**src/rtl/dt_pkg.sv**
```systemverilog
// Shared constants and the scan-state type for the two-pass distance-transform sequencer.
package dt_pkg;

  localparam int IMG_W    = 128;
  localparam int IMG_H    = 128;
  localparam int STI_W    = 16;
  localparam int RES_AW   = $clog2(IMG_W * IMG_H);
  localparam int STI_AW   = RES_AW - $clog2(STI_W);
  localparam int LAST_IDX = IMG_W * IMG_H - 1;
  localparam int COL_MSB  = $clog2(IMG_W) - 1;

  typedef enum logic [2:0] {
    IDLE,
    FWD,
    BRD,
    BWR,
    DONE
  } scan_state_t;

endpackage

```
**src/rtl/dt_idx_counter.sv**
```systemverilog
// Pixel index with separate row/column trackers; exposes next-state values so the
// sequencer can register outputs that line up with the address it drives.
module dt_idx_counter #(
  parameter int IMG_W  = dt_pkg::IMG_W,
  parameter int IMG_H  = dt_pkg::IMG_H,
  parameter int RES_AW = dt_pkg::RES_AW
) (
  input  logic              clk,
  input  logic              reset,
  input  logic              load,
  input  logic              step,
  input  logic              down,
  output logic [RES_AW-1:0] idx_nxt,
  output logic              is_last,
  output logic              is_first,
  output logic              on_border
);

  localparam int COL_W = $clog2(IMG_W);
  localparam int ROW_W = (IMG_H > 1) ? $clog2(IMG_H) : 1;
  localparam logic [RES_AW-1:0] LAST    = RES_AW'(IMG_W * IMG_H - 1);
  localparam logic [COL_W-1:0]  COL_MAX = COL_W'(IMG_W - 1);
  localparam logic [ROW_W-1:0]  ROW_MAX = ROW_W'(IMG_H - 1);

  logic [RES_AW-1:0] idx_q;
  logic [COL_W-1:0]  col_q, col_nxt;
  logic [ROW_W-1:0]  row_q, row_nxt;

  // Row/column follow the index by wrap detection rather than a divide.
  always_comb begin
    idx_nxt = idx_q;
    col_nxt = col_q;
    row_nxt = row_q;
    if (load) begin
      idx_nxt = '0;
      col_nxt = '0;
      row_nxt = '0;
    end else if (step && down) begin
      idx_nxt = idx_q - RES_AW'(1);
      if (col_q == '0) begin
        col_nxt = COL_MAX;
        row_nxt = row_q - ROW_W'(1);
      end else begin
        col_nxt = col_q - COL_W'(1);
      end
    end else if (step) begin
      idx_nxt = idx_q + RES_AW'(1);
      if (col_q == COL_MAX) begin
        col_nxt = '0;
        row_nxt = row_q + ROW_W'(1);
      end else begin
        col_nxt = col_q + COL_W'(1);
      end
    end
  end

  always_ff @(posedge clk or posedge reset) begin
    if (reset) begin
      idx_q <= '0;
      col_q <= '0;
      row_q <= '0;
    end else begin
      idx_q <= idx_nxt;
      col_q <= col_nxt;
      row_q <= row_nxt;
    end
  end

  assign is_last   = (idx_q == LAST);
  assign is_first  = (idx_q == '0);
  assign on_border = (row_nxt == '0) || (row_nxt == ROW_MAX) ||
                     (col_nxt == '0) || (col_nxt == COL_MAX);

endmodule

```
**src/rtl/dt_scan_ctrl.sv**
```systemverilog
// Forward-then-backward raster sequencer for the distance-transform datapath.
// Every output is registered from next-state values so it aligns with res_addr.
module dt_scan_ctrl
  import dt_pkg::*;
#(
  parameter int IMG_W  = dt_pkg::IMG_W,
  parameter int IMG_H  = dt_pkg::IMG_H,
  parameter int STI_W  = dt_pkg::STI_W,
  parameter int RES_AW = dt_pkg::RES_AW,
  parameter int STI_AW = dt_pkg::STI_AW
) (
  input  logic              clk,
  input  logic              reset,
  input  logic              start,
  output logic              busy,
  output logic              done,
  output logic              sti_rd,
  output logic [STI_AW-1:0] sti_addr,
  output logic [3:0]        bit_sel,
  output logic              res_rd,
  output logic              res_wr,
  output logic [RES_AW-1:0] res_addr,
  output logic              pass,
  output logic              border,
  output logic              pix_valid,
  input  logic              pix_ready
);

  localparam int         STI_SH  = $clog2(STI_W);
  localparam logic [3:0] BIT_MAX = 4'(STI_W - 1);

  scan_state_t state_q, state_d;

  logic              load, step, down;
  logic              is_last, is_first, on_border, in_pass;
  logic [RES_AW-1:0] idx_nxt;

  logic              busy_d, done_d, sti_rd_d, res_rd_d, res_wr_d;
  logic              pass_d, border_d, pix_valid_d;
  logic [STI_AW-1:0] sti_addr_d;
  logic [3:0]        bit_sel_d;
  logic [RES_AW-1:0] res_addr_d;

  dt_idx_counter #(
    .IMG_W  (IMG_W),
    .IMG_H  (IMG_H),
    .RES_AW (RES_AW)
  ) u_idx (
    .clk       (clk),
    .reset     (reset),
    .load      (load),
    .step      (step),
    .down      (down),
    .idx_nxt   (idx_nxt),
    .is_last   (is_last),
    .is_first  (is_first),
    .on_border (on_border)
  );

  always_ff @(posedge clk or posedge reset) begin
    if (reset) begin
      state_q   <= IDLE;
      busy      <= 1'b0;
      done      <= 1'b0;
      sti_rd    <= 1'b0;
      sti_addr  <= '0;
      bit_sel   <= '0;
      res_rd    <= 1'b0;
      res_wr    <= 1'b0;
      res_addr  <= '0;
      pass      <= 1'b0;
      border    <= 1'b0;
      pix_valid <= 1'b0;
    end else begin
      state_q   <= state_d;
      busy      <= busy_d;
      done      <= done_d;
      sti_rd    <= sti_rd_d;
      sti_addr  <= sti_addr_d;
      bit_sel   <= bit_sel_d;
      res_rd    <= res_rd_d;
      res_wr    <= res_wr_d;
      res_addr  <= res_addr_d;
      pass      <= pass_d;
      border    <= border_d;
      pix_valid <= pix_valid_d;
    end
  end

  // The last forward pixel hands over to the backward pass without moving idx.
  always_comb begin
    state_d = state_q;
    load    = 1'b0;
    step    = 1'b0;
    down    = 1'b0;
    case (state_q)
      IDLE, DONE: begin
        if (start) begin
          state_d = FWD;
          load    = 1'b1;
        end
      end
      FWD: begin
        if (pix_ready) begin
          if (is_last) state_d = BRD;
          else         step    = 1'b1;
        end
      end
      BRD: state_d = BWR;
      BWR: begin
        down = 1'b1;
        if (pix_ready) begin
          if (is_first) begin
            state_d = DONE;
          end else begin
            step    = 1'b1;
            state_d = BRD;
          end
        end
      end
      default: state_d = IDLE;
    endcase
  end

  always_comb begin
    in_pass     = (state_d == FWD) || (state_d == BRD) || (state_d == BWR);
    busy_d      = in_pass;
    done_d      = (state_d == DONE);
    sti_rd_d    = in_pass;
    res_rd_d    = (state_d == BRD);
    res_wr_d    = (state_d == FWD) || (state_d == BWR);
    pix_valid_d = res_wr_d;
    pass_d      = (state_d == BRD) || (state_d == BWR);
    border_d    = in_pass && on_border;
    res_addr_d  = in_pass ? idx_nxt : '0;
    sti_addr_d  = in_pass ? STI_AW'(idx_nxt >> STI_SH) : '0;
    bit_sel_d   = in_pass ? (BIT_MAX - 4'(idx_nxt[STI_SH-1:0])) : '0;
  end

endmodule

```
**config.mk**
```make
export PLATFORM = sky130hd
export DESIGN_NAME = dt_scan_ctrl
export DESIGN_NICKNAME = d
export VERILOG_FILES = /design/src/rtl/dt_pkg.sv /design/src/rtl/dt_idx_counter.sv /design/src/rtl/dt_scan_ctrl.sv
export SDC_FILE = /design/constraint.sdc
export NUM_CORES = 1
export LEC_CHECK = 0
export CORE_UTILIZATION = 45
export CTS_BUF_LIST = sky130_fd_sc_hd__clkbuf_4 sky130_fd_sc_hd__clkbuf_8
export DETAILED_ROUTE_END_ITERATION = 10
export PLACE_DENSITY = 0.67
export SLEW_MARGIN = 10
export SYNTH_ARGS = -nofsm -noshare
export SYNTH_HDL_FRONTEND = slang
export SYNTH_SLANG_ARGS = --single-unit
```
**constraint.sdc**
```tcl
create_clock -name clk -period 3.6 [get_ports clk]
set_input_delay 0.72 -clock clk [delete_from_list [all_inputs] [get_ports clk]]
set_output_delay 0.72 -clock clk [all_outputs]
set_load 0.01 [all_outputs]
```
==> impl_metrics.xml, run 1 <==
<?xml version="1.0" encoding="UTF-8"?>
<metrics>
  <group name="hold_path">
    <metric name="min-delay-path-class" unit="">reg -&gt; reg</metric>
    <metric name="hold_start" unit="">u_idx.row_q[6]</metric>
    <metric name="worst_hold_path.num_cells" unit="">2</metric>
    <metric name="min_to" unit="">u_idx.row_q[6]</metric>
  </group>
  <group name="placement">
    <metric name="pre_cts_slack" unit="ns">0.403</metric>
    <metric name="dpl_cell_area" unit="um^2">3410</metric>
    <metric name="finalWeightedCongestion" unit="">0.919</metric>
    <metric name="port_buffers" unit="">39</metric>
    <metric name="dp_hpwl" unit="um">4860</metric>
  </group>
  <group name="clock_network">
    <metric name="clock-sinks" unit="">55</metric>
    <metric name="clock_insertion_delay_at_the_later_pin_of_the_skew_report" unit="ns">0.31</metric>
    <metric name="worst_setup_hold_path_clk_slew" unit="ns">0.09</metric>
    <metric name="htree_levels" unit="">2</metric>
    <metric name="tritoncts.num_buffers" unit="">5</metric>
    <metric name="ctsResizeCount" unit="">0</metric>
    <metric name="tritoncts_clock_tree" unit="">done</metric>
    <metric name="cell_at_the_root_of_the_clock_tree" unit="">clkbuf_8</metric>
    <metric name="hold_buffers" unit="">0</metric>
    <metric name="clock_tree.buffer_depth" unit="">2</metric>
    <metric name="post_cts_setup_driven_buffer_insertion_count" unit="">0</metric>
  </group>
  <group name="synthesis">
    <metric name="postSynth.topFlopCell" unit="">dfrtp_1</metric>
    <metric name="synth.top_cell.area_share" unit="">0.448</metric>
    <metric name="postSynthNetCount" unit="">335</metric>
    <metric name="synth_seq_area_share" unit="">0.448</metric>
    <metric name="synth-edff-count" unit="">0</metric>
    <metric name="synth_compound_gate_area_share" unit="">0.116</metric>
    <metric name="muxShareOfSynthArea" unit="">0.00692</metric>
    <metric name="yosys_warnings" unit="">0</metric>
    <metric name="postSynthCellCount" unit="">325</metric>
    <metric name="synth-xor-area-share" unit="">0.0542</metric>
    <metric name="synth.cell_area" unit="um^2">3070</metric>
    <metric name="synth_top_family_by_area" unit="">simple AND/OR/NAND/NOR gates</metric>
    <metric name="simple_gate_fraction_of_synth_area" unit="">0.268</metric>
    <metric name="synth.ff_latch_count" unit="">55</metric>
    <metric name="synth.largest_area_cell" unit="">dfrtp_1</metric>
    <metric name="synth_fa_ha_area_frac" unit="">0.0244</metric>
    <metric name="syn_area_per_cell" unit="um^2">9.45</metric>
    <metric name="netlist_top_cells_area" unit="">dfrtp_1 (45%), nor2_1 (3.4%), nor3_1 (3.3%)</metric>
    <metric name="yosys.cell_types.count" unit="">61</metric>
    <metric name="synth_async_sr_flop_share" unit="">1.00</metric>
  </group>
  <group name="timing">
    <metric name="totalNegativeSetupSlack" unit="ns">0</metric>
    <metric name="fin_worst_skew" unit="ns">0.00825</metric>
    <metric name="setup_ws_post_layout" unit="ns">0.646</metric>
    <metric name="final.period_utilization" unit="">0.820</metric>
    <metric name="finalWorstPathRequiredPeriod" unit="ns">2.95</metric>
    <metric name="max-slew-margin-rel" unit="">0.590</metric>
    <metric name="slew_violations" unit="">0</metric>
    <metric name="fmaxAchievable" unit="GHz">0.339</metric>
    <metric name="setup_violations" unit="">0</metric>
    <metric name="tightest_slew" unit="ns">0.614</metric>
    <metric name="rsz0062_at_grt" unit="">false</metric>
    <metric name="hold_ws" unit="ns">0.550</metric>
    <metric name="finalHoldViolations" unit="">0</metric>
  </group>
  <group name="route">
    <metric name="detail-route-antenna-nets" unit="">0</metric>
    <metric name="postRouteWirelength" unit="um">6660</metric>
    <metric name="drtIter0Drc" unit="">151</metric>
    <metric name="post_drt_via_cell_ratio" unit="">5.83</metric>
    <metric name="met3RoutedLength" unit="um">317</metric>
    <metric name="wl_met1" unit="um">3000</metric>
    <metric name="firstDrtPassIters" unit="">10</metric>
    <metric name="dr_wl_met2" unit="um">3240</metric>
    <metric name="routedWlPerCell" unit="um">15.7</metric>
    <metric name="post-route-drc-count" unit="">3</metric>
    <metric name="dr.max_layer_used" unit="">met4</metric>
    <metric name="num_vias" unit="">2472</metric>
  </group>
  <group name="pwr">
    <metric name="power_density" unit="nW/um^2">557</metric>
    <metric name="share_clk_of_total_power" unit="">0.175</metric>
    <metric name="power_frac_seq" unit="">0.475</metric>
    <metric name="internal-power" unit="mW">1.26</metric>
    <metric name="power_switching_share" unit="">0.357</metric>
    <metric name="ir_drop" unit="V">0.000316</metric>
    <metric name="comb_power_share" unit="">0.351</metric>
    <metric name="net-switching-power" unit="mW">0.696</metric>
    <metric name="leakage_power_figure" unit="nW">1.54</metric>
  </group>
  <group name="setup_path">
    <metric name="start_kind" unit="">register</metric>
    <metric name="critical_path_arrival" unit="ns">3.20</metric>
    <metric name="critPathMaxFanout" unit="">12</metric>
    <metric name="reg2reg_capture_point" unit="">border</metric>
    <metric name="regToRegSetupSlack" unit="ns">0.65</metric>
    <metric name="timing.rr.start" unit="">u_idx.idx_q[1]</metric>
    <metric name="timing.critical_path.required" unit="ns">3.84</metric>
    <metric name="ff2ff_path_depth" unit="">9</metric>
    <metric name="endpoint_kind" unit="">register</metric>
    <metric name="worstSetupPathType" unit="">reg -&gt; reg</metric>
  </group>
  <group name="global_routing">
    <metric name="vias_in_the_first_global_route" unit="">2375</metric>
    <metric name="grt_use_total" unit="">0.206</metric>
    <metric name="initial_antenna_violation_count" unit="">0</metric>
    <metric name="grt_max_degree" unit="">37</metric>
    <metric name="grt.overflow.total" unit="">0</metric>
    <metric name="grt_first_pass_wirelength" unit="um">11700</metric>
  </group>
  <group name="die">
    <metric name="die_w" unit="um">84.6</metric>
    <metric name="io_pins" unit="">40</metric>
    <metric name="fp-row-count" unit="">29</metric>
    <metric name="floorplan.die_area" unit="um^2">7160</metric>
    <metric name="start_util" unit="">0.476</metric>
    <metric name="core" unit="um^2">6460</metric>
    <metric name="die_height" unit="um">84.6</metric>
  </group>
  <group name="status">
    <metric name="result_of_the_run" unit="">finished, violations left</metric>
    <metric name="failed_checks" unit="">DRC</metric>
  </group>
  <group name="final_layout">
    <metric name="filler_cell_count" unit="">614</metric>
    <metric name="most-common-layout-cells" unit="">dfrtp_1 (55), clkdlybuf4s50_1 (39), nor2_1 (28)</metric>
    <metric name="final_cell_area" unit="um^2">3500</metric>
    <metric name="num_antenna_cells" unit="">0</metric>
    <metric name="drive_above_1_share" unit="">0.0865</metric>
    <metric name="commonest_non_fill_non_tap_cell_in_the_layout" unit="">dfrtp_1</metric>
    <metric name="layout.nets" unit="">356</metric>
    <metric name="flow.area_growth_from_synthesis" unit="%">14.1</metric>
  </group>
  <group name="flow_run">
    <metric name="drv_cap" unit="">0</metric>
  </group>
</metrics>
[layer usage]
| layer | track usage | vias to the layer above |
|---|---|---|
| met5 | 0 | - |
| met4 | 0.0663 | 0 |
| met3 | 0.0246 | 10 |
| met2 | 0.341 | 75 |
| met1 | 0.283 | 1198 |
| li1 | - | 1189 |
[sequential cells by signal, indices dropped and copies added (netlist names)]
signal / cells
border: 1
u_idx.idx_q: 14
done: 1
state_q: 3
u_idx.col_q: 7
bit_sel: 4
pass: 1
pix_valid: 1
sti_rd: 1
u_idx.row_q: 7
res_addr: 14
res_rd: 1
[area by class of cell]
class / count / area, um^2 / area share
timing repair buffer: 46 / 443 / 0.126
clock buffer: 6 / 76.3 / 0.0218
tap: 77 / 96.3 / 0.0275
multi-input combinational: 223 / 1440 / 0.412
clock inverter: 2 / 12.5 / 0.00357
sequential: 55 / 1380 / 0.393
inverter: 15 / 56.3 / 0.0161
[worst max path at each step]
stage	startpoint	end	slack, ns	depth (start not counted)
2_1_floorplan	u_idx.idx_q[1]	border	1.14	11
3_3_place_gp	pix_ready	border	0.51	9
3_5_place_dp	pix_ready	res_addr[11]	0.40	9
4_1_cts	u_idx.idx_q[1]	border	0.68	9
5_1_grt	u_idx.idx_q[1]	border	0.47	9
6_report	u_idx.idx_q[1]	border	0.65	9
[worst max-delay path, stage by stage (launching register included)]
cell and delay [ns]:
dfrtp_1 0.45, ha_1 0.24, nand4_1 0.16, or4_1 0.72, nand2_2 0.30, o21ai_0 0.16
a21oi_2 0.23, o2111ai_1 0.12, or4_1 0.42, nand4_1 0.09
[metrics by stage]
stage	power, mW	cells	util
floorplan	1.37	325	-
global placement	1.60	416	0.529
detailed placement	1.62	416	0.529
CTS	1.96	424	0.542
global route	2.09	424	0.542
finish	1.95	424	0.542
[synth_stat cells (all sizes together) (9+ instances only)]
cell type and count:
nor2 29, and2 11, dfrtp 55, nand3 12, nor4 10, xnor2 9, nand2 26, nand4 14
o21ai 9, nor3 20, clkbuf 10, xor2 10, inv 15, buf 22, and3 11
[cell families after synthesis]
logic type | Yosys count
compound gates | 45
xor+xnor | 19
fa+ha+maj | 6
buf+inv | 47
flops | 55
mux | 2
simple gates | 151
[power by group through the flow]
stage               registers (mW)  clock network, mW  logic, mW
detailed placement           0.933                  0      0.686
floorplan                    0.892                  0      0.474
global route                 0.952              0.378      0.763
global placement             0.926                  0      0.675
CTS                          0.923              0.352      0.688
finish                       0.927              0.341      0.685
Note: power is estimated with default switching activity, not from simulation.
==> inputs of run 2 (changes only) <==
- clock period: 3.6 -> 2.75 ns (I/O delays scaled with it)
==> run 2 against run 1 <==
The run still ends with DRC left. Sequential share of layout area shrank 3.5 points. Clock power grew 36%. Largest power group unchanged. Power grew 41%. Design area up 9.9%. Routed wire length rose by 11%. Maximum frequency grew 13%. Combinational power increased by 68%. Non-clock buffer count up 38. Global-route usage is 1.1 points higher. Die area unchanged. Register-to-register slack got worse by 0.51 ns. Highest routed layer unchanged. Cell count is 9.0% higher. Critical endpoint unchanged.
==> impl_metrics.xml, run 2 (same netlist as run 1, synthesis figures left out) <==
<?xml version="1.0" encoding="UTF-8"?>
<metrics>
  <group name="die">
    <metric name="floorplan.die_area" unit="um^2">7160</metric>
    <metric name="die_height" unit="um">84.6</metric>
    <metric name="die_w" unit="um">84.6</metric>
    <metric name="fp-row-count" unit="">29</metric>
    <metric name="io_pins" unit="">40</metric>
    <metric name="core" unit="um^2">6460</metric>
    <metric name="start_util" unit="">0.476</metric>
  </group>
  <group name="timing">
    <metric name="finalWorstPathRequiredPeriod" unit="ns">2.61</metric>
    <metric name="fmaxAchievable" unit="GHz">0.383</metric>
    <metric name="fin_worst_skew" unit="ns">0.00394</metric>
    <metric name="setup_violations" unit="">0</metric>
    <metric name="slew_violations" unit="">0</metric>
    <metric name="hold_ws" unit="ns">0.553</metric>
    <metric name="tightest_slew" unit="ns">0.419</metric>
    <metric name="max-slew-margin-rel" unit="">0.718</metric>
    <metric name="final.period_utilization" unit="">0.950</metric>
    <metric name="finalHoldViolations" unit="">0</metric>
  </group>
  <group name="setup_path">
    <metric name="start_kind" unit="">register</metric>
    <metric name="regToRegSetupSlack" unit="ns">0.14</metric>
    <metric name="critPathMaxFanout" unit="">5</metric>
    <metric name="endpoint_kind" unit="">register</metric>
    <metric name="timing.critical_path.required" unit="ns">3.00</metric>
    <metric name="worstSetupPathType" unit="">reg -&gt; reg</metric>
    <metric name="critical_path_arrival" unit="ns">2.86</metric>
  </group>
  <group name="placement">
    <metric name="dp_hpwl" unit="um">5340</metric>
    <metric name="finalWeightedCongestion" unit="">0.910</metric>
    <metric name="port_buffers" unit="">39</metric>
  </group>
  <group name="pwr">
    <metric name="comb_power_share" unit="">0.416</metric>
    <metric name="design_power_total" unit="mW">2.76</metric>
    <metric name="ir_drop" unit="V">0.000346</metric>
    <metric name="net-switching-power" unit="mW">0.973</metric>
    <metric name="power_switching_share" unit="">0.352</metric>
    <metric name="power_frac_seq" unit="">0.417</metric>
    <metric name="internal-power" unit="mW">1.79</metric>
    <metric name="power_density" unit="nW/um^2">717</metric>
    <metric name="leakage_power_figure" unit="nW">1.75</metric>
    <metric name="share_clk_of_total_power" unit="">0.168</metric>
  </group>
  <group name="route">
    <metric name="post-route-drc-count" unit="">3</metric>
    <metric name="firstDrtPassIters" unit="">10</metric>
    <metric name="routedWlPerCell" unit="um">15.9</metric>
    <metric name="drtIter0Drc" unit="">119</metric>
    <metric name="num_vias" unit="">2626</metric>
    <metric name="post_drt_via_cell_ratio" unit="">5.68</metric>
    <metric name="detail-route-antenna-nets" unit="">0</metric>
    <metric name="postRouteWirelength" unit="um">7360</metric>
  </group>
  <group name="final_layout">
    <metric name="commonest_non_fill_non_tap_cell_in_the_layout" unit="">dfrtp_1</metric>
    <metric name="num_antenna_cells" unit="">0</metric>
    <metric name="top_regs" unit="">res_addr: 14 flops, u_idx.idx_q: 14 flops</metric>
    <metric name="layout.nets" unit="">394</metric>
    <metric name="drive_above_1_share" unit="">0.197</metric>
    <metric name="most-common-layout-cells" unit="">dfrtp_1 (55), buf_4 (43), clkdlybuf4s50_1 (39)</metric>
    <metric name="flow.area_growth_from_synthesis" unit="%">25.4</metric>
  </group>
  <group name="flow_run">
    <metric name="drv_cap" unit="">0</metric>
  </group>
  <group name="global_routing">
    <metric name="grt_first_pass_wirelength" unit="um">12200</metric>
    <metric name="vias_in_the_first_global_route" unit="">2481</metric>
    <metric name="initial_antenna_violation_count" unit="">0</metric>
    <metric name="grt_max_degree" unit="">56</metric>
    <metric name="grt.overflow.total" unit="">0</metric>
    <metric name="grt_use_total" unit="">0.217</metric>
  </group>
  <group name="clock_network">
    <metric name="clock_insertion_delay_at_the_later_pin_of_the_skew_report" unit="ns">0.31</metric>
    <metric name="clock-sinks" unit="">55</metric>
    <metric name="cell_at_the_root_of_the_clock_tree" unit="">clkbuf_8</metric>
    <metric name="clock_tree.buffer_depth" unit="">2</metric>
    <metric name="htree_levels" unit="">2</metric>
    <metric name="tritoncts.num_buffers" unit="">5</metric>
    <metric name="worst_setup_hold_path_clk_slew" unit="ns">0.09</metric>
    <metric name="tritoncts_clock_tree" unit="">done</metric>
  </group>
  <group name="status">
    <metric name="result_of_the_run" unit="">finished, violations left</metric>
    <metric name="failed_checks" unit="">DRC</metric>
  </group>
  <group name="hold_path">
    <metric name="min-delay-path-class" unit="">reg -&gt; reg</metric>
  </group>
</metrics>
-- run 2: cell count changes in the layout (fill, tap and decap cells not counted), sizes merged --
cell / previous run / this run
buf: 7 / 45
clkbuf: 6 / 7
clkinvlp: 1 / 0
-- run 2: metal layers --
| metal | up-vias | GRT usage | share of wire |
|---|---|---|---|
| met5 | - | 0 | 0 |
| met3 | 10 | 0.0344 | 0.049 |
| met2 | 78 | 0.350 | 0.48 |
| li1 | 1269 | - | - |
| met1 | 1269 | 0.299 | 0.45 |
| met4 | 0 | 0.0709 | 0.016 |
-- run 2: area by class of cell --
type                    instances  area (um^2)
repair buffers                 84          744
well taps                      77         96.3
fillers                       556         2610
clock inverters                 1         5.00
inverters                      15         56.3
multi-input cells             223         1490
flip-flops and latches         55         1380
clock buffers                   7         83.8
-- run 2: path summary, 6_finish.rpt --
kind / start / to / cells after the start
worst min register to register: u_idx.row_q[6] / u_idx.row_q[6] / 2
max in group asynchronous: reset / bit_sel[3] / 3
min in group asynchronous: reset / pass / 3
worst max register to register: u_idx.idx_q[1] / border / 9
worst max-delay path: u_idx.idx_q[1] / border / 9
worst min-delay path: u_idx.row_q[6] / u_idx.row_q[6] / 2
-- run 2: timing repair --
item / in CTS / in global routing
setup endpoints to repair: 1 / 6
gates resized for setup: 1 / 11
setup buffers: 0 / 3
pin swaps: 0 / 3
hold buffers: 0 / 0
-- run 2: power by group through the flow --
stage / sequential (mW) / combinational (mW) / clock (mW)
final: 1.15 / 1.15 / 0.463
after global routing: 1.17 / 1.25 / 0.507
after CTS: 1.15 / 1.10 / 0.475
after detailed placement: 1.16 / 1.10 / 0
after global placement: 1.16 / 1.08 / 0
after floorplan: 1.17 / 0.621 / 0
-- run 2: metrics by stage --
step / setup WS (ns) / cells / setup TNS, ns / instance area, um^2 / util
finish: 0.139 / 462 / 0 / 3850 / 0.596
global route: -0.0320 / 462 / -0.0320 / 3850 / 0.596
CTS: 0.0467 / 459 / 0 / 3780 / 0.586
detailed placement: -0.120 / 451 / -0.288 / 3690 / 0.571
global placement: -0.135 / 451 / -0.233 / 3690 / 0.571
floorplan: 0.287 / 325 / 0 / 3070 / -
-- run 2: worst max-delay path: stages, from the launching register on --
cell and delay (ns):
dfrtp_1 0.40, ha_1 0.20, nand4_1 0.19, or4_4 0.60, and3_4 0.20, a211o_1 0.32
a31oi_4 0.21, and4_4 0.23, nand4_1 0.09, nand4_1 0.10
==> inputs of run 3 (changes only) <==
- GPL_ROUTABILITY_DRIVEN: not set -> 0
==> run 3 against run 2 <==
The flow still finishes with violations (DRC). Register-to-register slack about the same. Count of clock-buffer cells in the layout decreased by 1. Critical path type unchanged. Via count increased by 1.8%. Clock skew increased by 0.0038 ns.
==> impl_metrics.xml, run 3 (same netlist as run 1, synthesis figures left out) <==
<?xml version="1.0" encoding="UTF-8"?>
<metrics>
  <group name="clock_network">
    <metric name="tritoncts_clock_tree" unit="">done</metric>
    <metric name="clock-sinks" unit="">55</metric>
    <metric name="cell_at_the_root_of_the_clock_tree" unit="">clkbuf_8</metric>
    <metric name="worst_setup_hold_path_clk_slew" unit="ns">0.10</metric>
    <metric name="htree_levels" unit="">2</metric>
    <metric name="hold_buffers" unit="">0</metric>
    <metric name="clock_insertion_delay_at_the_later_pin_of_the_skew_report" unit="ns">0.31</metric>
    <metric name="tritoncts.num_buffers" unit="">5</metric>
    <metric name="clock_tree.buffer_depth" unit="">2</metric>
  </group>
  <group name="pwr">
    <metric name="leakage_power_figure" unit="nW">1.75</metric>
    <metric name="ir_drop" unit="V">0.000362</metric>
    <metric name="design_power_total" unit="mW">2.86</metric>
    <metric name="power_density" unit="nW/um^2">737</metric>
  </group>
  <group name="final_layout">
    <metric name="fin_cells" unit="">462</metric>
    <metric name="commonest_non_fill_non_tap_cell_in_the_layout" unit="">dfrtp_1</metric>
    <metric name="final_cell_area" unit="um^2">3870</metric>
    <metric name="finish.utilization" unit="">0.600</metric>
    <metric name="top_regs" unit="">res_addr: 14 flops, u_idx.idx_q: 14 flops</metric>
    <metric name="most-common-layout-cells" unit="">dfrtp_1 (54), buf_4 (43), clkdlybuf4s50_1 (39)</metric>
    <metric name="flow.area_growth_from_synthesis" unit="%">26.1</metric>
    <metric name="drive_above_1_share" unit="">0.195</metric>
    <metric name="num_antenna_cells" unit="">0</metric>
    <metric name="layout.nets" unit="">394</metric>
  </group>
  <group name="timing">
    <metric name="final.period_utilization" unit="">0.954</metric>
    <metric name="finalWorstPathRequiredPeriod" unit="ns">2.62</metric>
    <metric name="setup_ws_post_layout" unit="ns">0.127</metric>
    <metric name="fmaxAchievable" unit="GHz">0.381</metric>
    <metric name="totalNegativeSetupSlack" unit="ns">0</metric>
    <metric name="slew_violations" unit="">0</metric>
    <metric name="max-slew-margin-rel" unit="">0.686</metric>
    <metric name="fin_worst_skew" unit="ns">0.00769</metric>
    <metric name="tightest_slew" unit="ns">0.467</metric>
    <metric name="hold_ws" unit="ns">0.561</metric>
    <metric name="finalHoldViolations" unit="">0</metric>
    <metric name="setup_violations" unit="">0</metric>
  </group>
  <group name="placement">
    <metric name="port_buffers" unit="">39</metric>
    <metric name="pre_cts_slack" unit="ns">-0.0334</metric>
    <metric name="dpl_cell_area" unit="um^2">3670</metric>
    <metric name="numPlacedInstances" unit="">449</metric>
    <metric name="dp_hpwl" unit="um">5250</metric>
  </group>
  <group name="setup_path">
    <metric name="timing.critical_path.required" unit="ns">2.99</metric>
    <metric name="worstSetupPathType" unit="">reg -&gt; reg</metric>
    <metric name="endpoint_kind" unit="">register</metric>
    <metric name="crit_chain" unit="">nor4_1 &gt; and3b_1 &gt; and3_1 &gt; buf_4 &gt; a221oi_2 &gt; a31oi_4 &gt; and4_4 &gt; nand4_1 &gt; nand4_1</metric>
    <metric name="critPathSlowestCell" unit="">dfrtp_1</metric>
    <metric name="critical_path_arrival" unit="ns">2.87</metric>
    <metric name="crit_top_cell" unit="">nand4_1</metric>
    <metric name="path_delay_family" unit="">simple AND/OR/NAND/NOR gates</metric>
    <metric name="biggest_cell_delay_along_the_critical_path" unit="ns">0.48</metric>
    <metric name="start_kind" unit="">register</metric>
    <metric name="cp.buffers_inverters" unit="">1</metric>
    <metric name="critPathMaxFanout" unit="">8</metric>
  </group>
  <group name="die">
    <metric name="floorplan.die_area" unit="um^2">7160</metric>
    <metric name="start_util" unit="">0.476</metric>
    <metric name="die_w" unit="um">84.6</metric>
    <metric name="fp-row-count" unit="">29</metric>
    <metric name="io_pins" unit="">40</metric>
    <metric name="die_height" unit="um">84.6</metric>
    <metric name="core" unit="um^2">6460</metric>
  </group>
  <group name="route">
    <metric name="post-route-drc-count" unit="">4</metric>
    <metric name="postRouteWirelength" unit="um">7360</metric>
    <metric name="firstDrtPassIters" unit="">10</metric>
    <metric name="detail-route-antenna-nets" unit="">0</metric>
    <metric name="drtIter0Drc" unit="">172</metric>
    <metric name="routedWlPerCell" unit="um">15.9</metric>
    <metric name="post_drt_via_cell_ratio" unit="">5.79</metric>
    <metric name="num_vias" unit="">2673</metric>
  </group>
  <group name="global_routing">
    <metric name="initial_antenna_violation_count" unit="">0</metric>
    <metric name="grt_first_pass_wirelength" unit="um">12000</metric>
    <metric name="grt_max_degree" unit="">56</metric>
    <metric name="vias_in_the_first_global_route" unit="">2580</metric>
    <metric name="grt_use_total" unit="">0.214</metric>
    <metric name="grt.overflow.total" unit="">0</metric>
  </group>
  <group name="status">
    <metric name="failed_checks" unit="">DRC</metric>
    <metric name="result_of_the_run" unit="">finished, violations left</metric>
  </group>
  <group name="flow_run">
    <metric name="drv_cap" unit="">0</metric>
  </group>
  <group name="hold_path">
    <metric name="min-delay-path-class" unit="">reg -&gt; reg</metric>
  </group>
</metrics>
run 3: tightest hold or removal path, stage by stage, from the launching register on:
cell and delay [ns]:
dfrtp_1 0.35, xnor2_1 0.12, nor2_1 0.06
run 3: where the power goes:
group | switching [mW] | internal, mW
clock | 0.268 | 0.300
combinational | 0.544 | 0.587
sequential | 0.161 | 0.997
total | 0.973 | 1.88
run 3: repair_timing:
| item | 4_1_cts | 5_1_grt |
|---|---|---|
| gates cloned | 0 | 0 |
| pin swaps | 0 | 3 |
| endpoints found under the hold margin | 0 | 0 |
| endpoints found under the setup margin | 1 | 4 |
| gates resized for setup | 1 | 9 |
| setup buffers | 0 | 5 |
run 3: final cells by class:
cell class | instances | area, um^2
Tap cell | 77 | 96.3
Inverter | 15 | 56.3
Clock inverter | 2 | 38.8
Timing Repair Buffer | 84 | 744
Sequential cell | 55 | 1380
Multi-Input combinational cell | 223 | 1480
Clock buffer | 6 | 82.6
Fill cell | 559 | 2580
run 3: final timing paths:
kind                           startpoint        endpoint  slack, ns  cells past startpoint
setup reg to reg           u_idx.col_q[2]          border       0.13                      9
max in group asynchronous           reset  u_idx.idx_q[1]       1.89                      3
hold reg to reg            u_idx.row_q[6]  u_idx.row_q[6]       0.56                      2
hold / removal             u_idx.row_q[6]  u_idx.row_q[6]       0.56                      2
min in group asynchronous           reset     res_addr[5]       0.59                      3
setup / recovery           u_idx.col_q[2]          border       0.13                      9
run 3: routing by layer:
| layer | global-route usage | share of wire |
|---|---|---|
| met1 | 0.275 | 0.43 |
| met2 | 0.345 | 0.48 |
| met3 | 0.0442 | 0.062 |
| met4 | 0.102 | 0.033 |
| met5 | 0 | 0 |
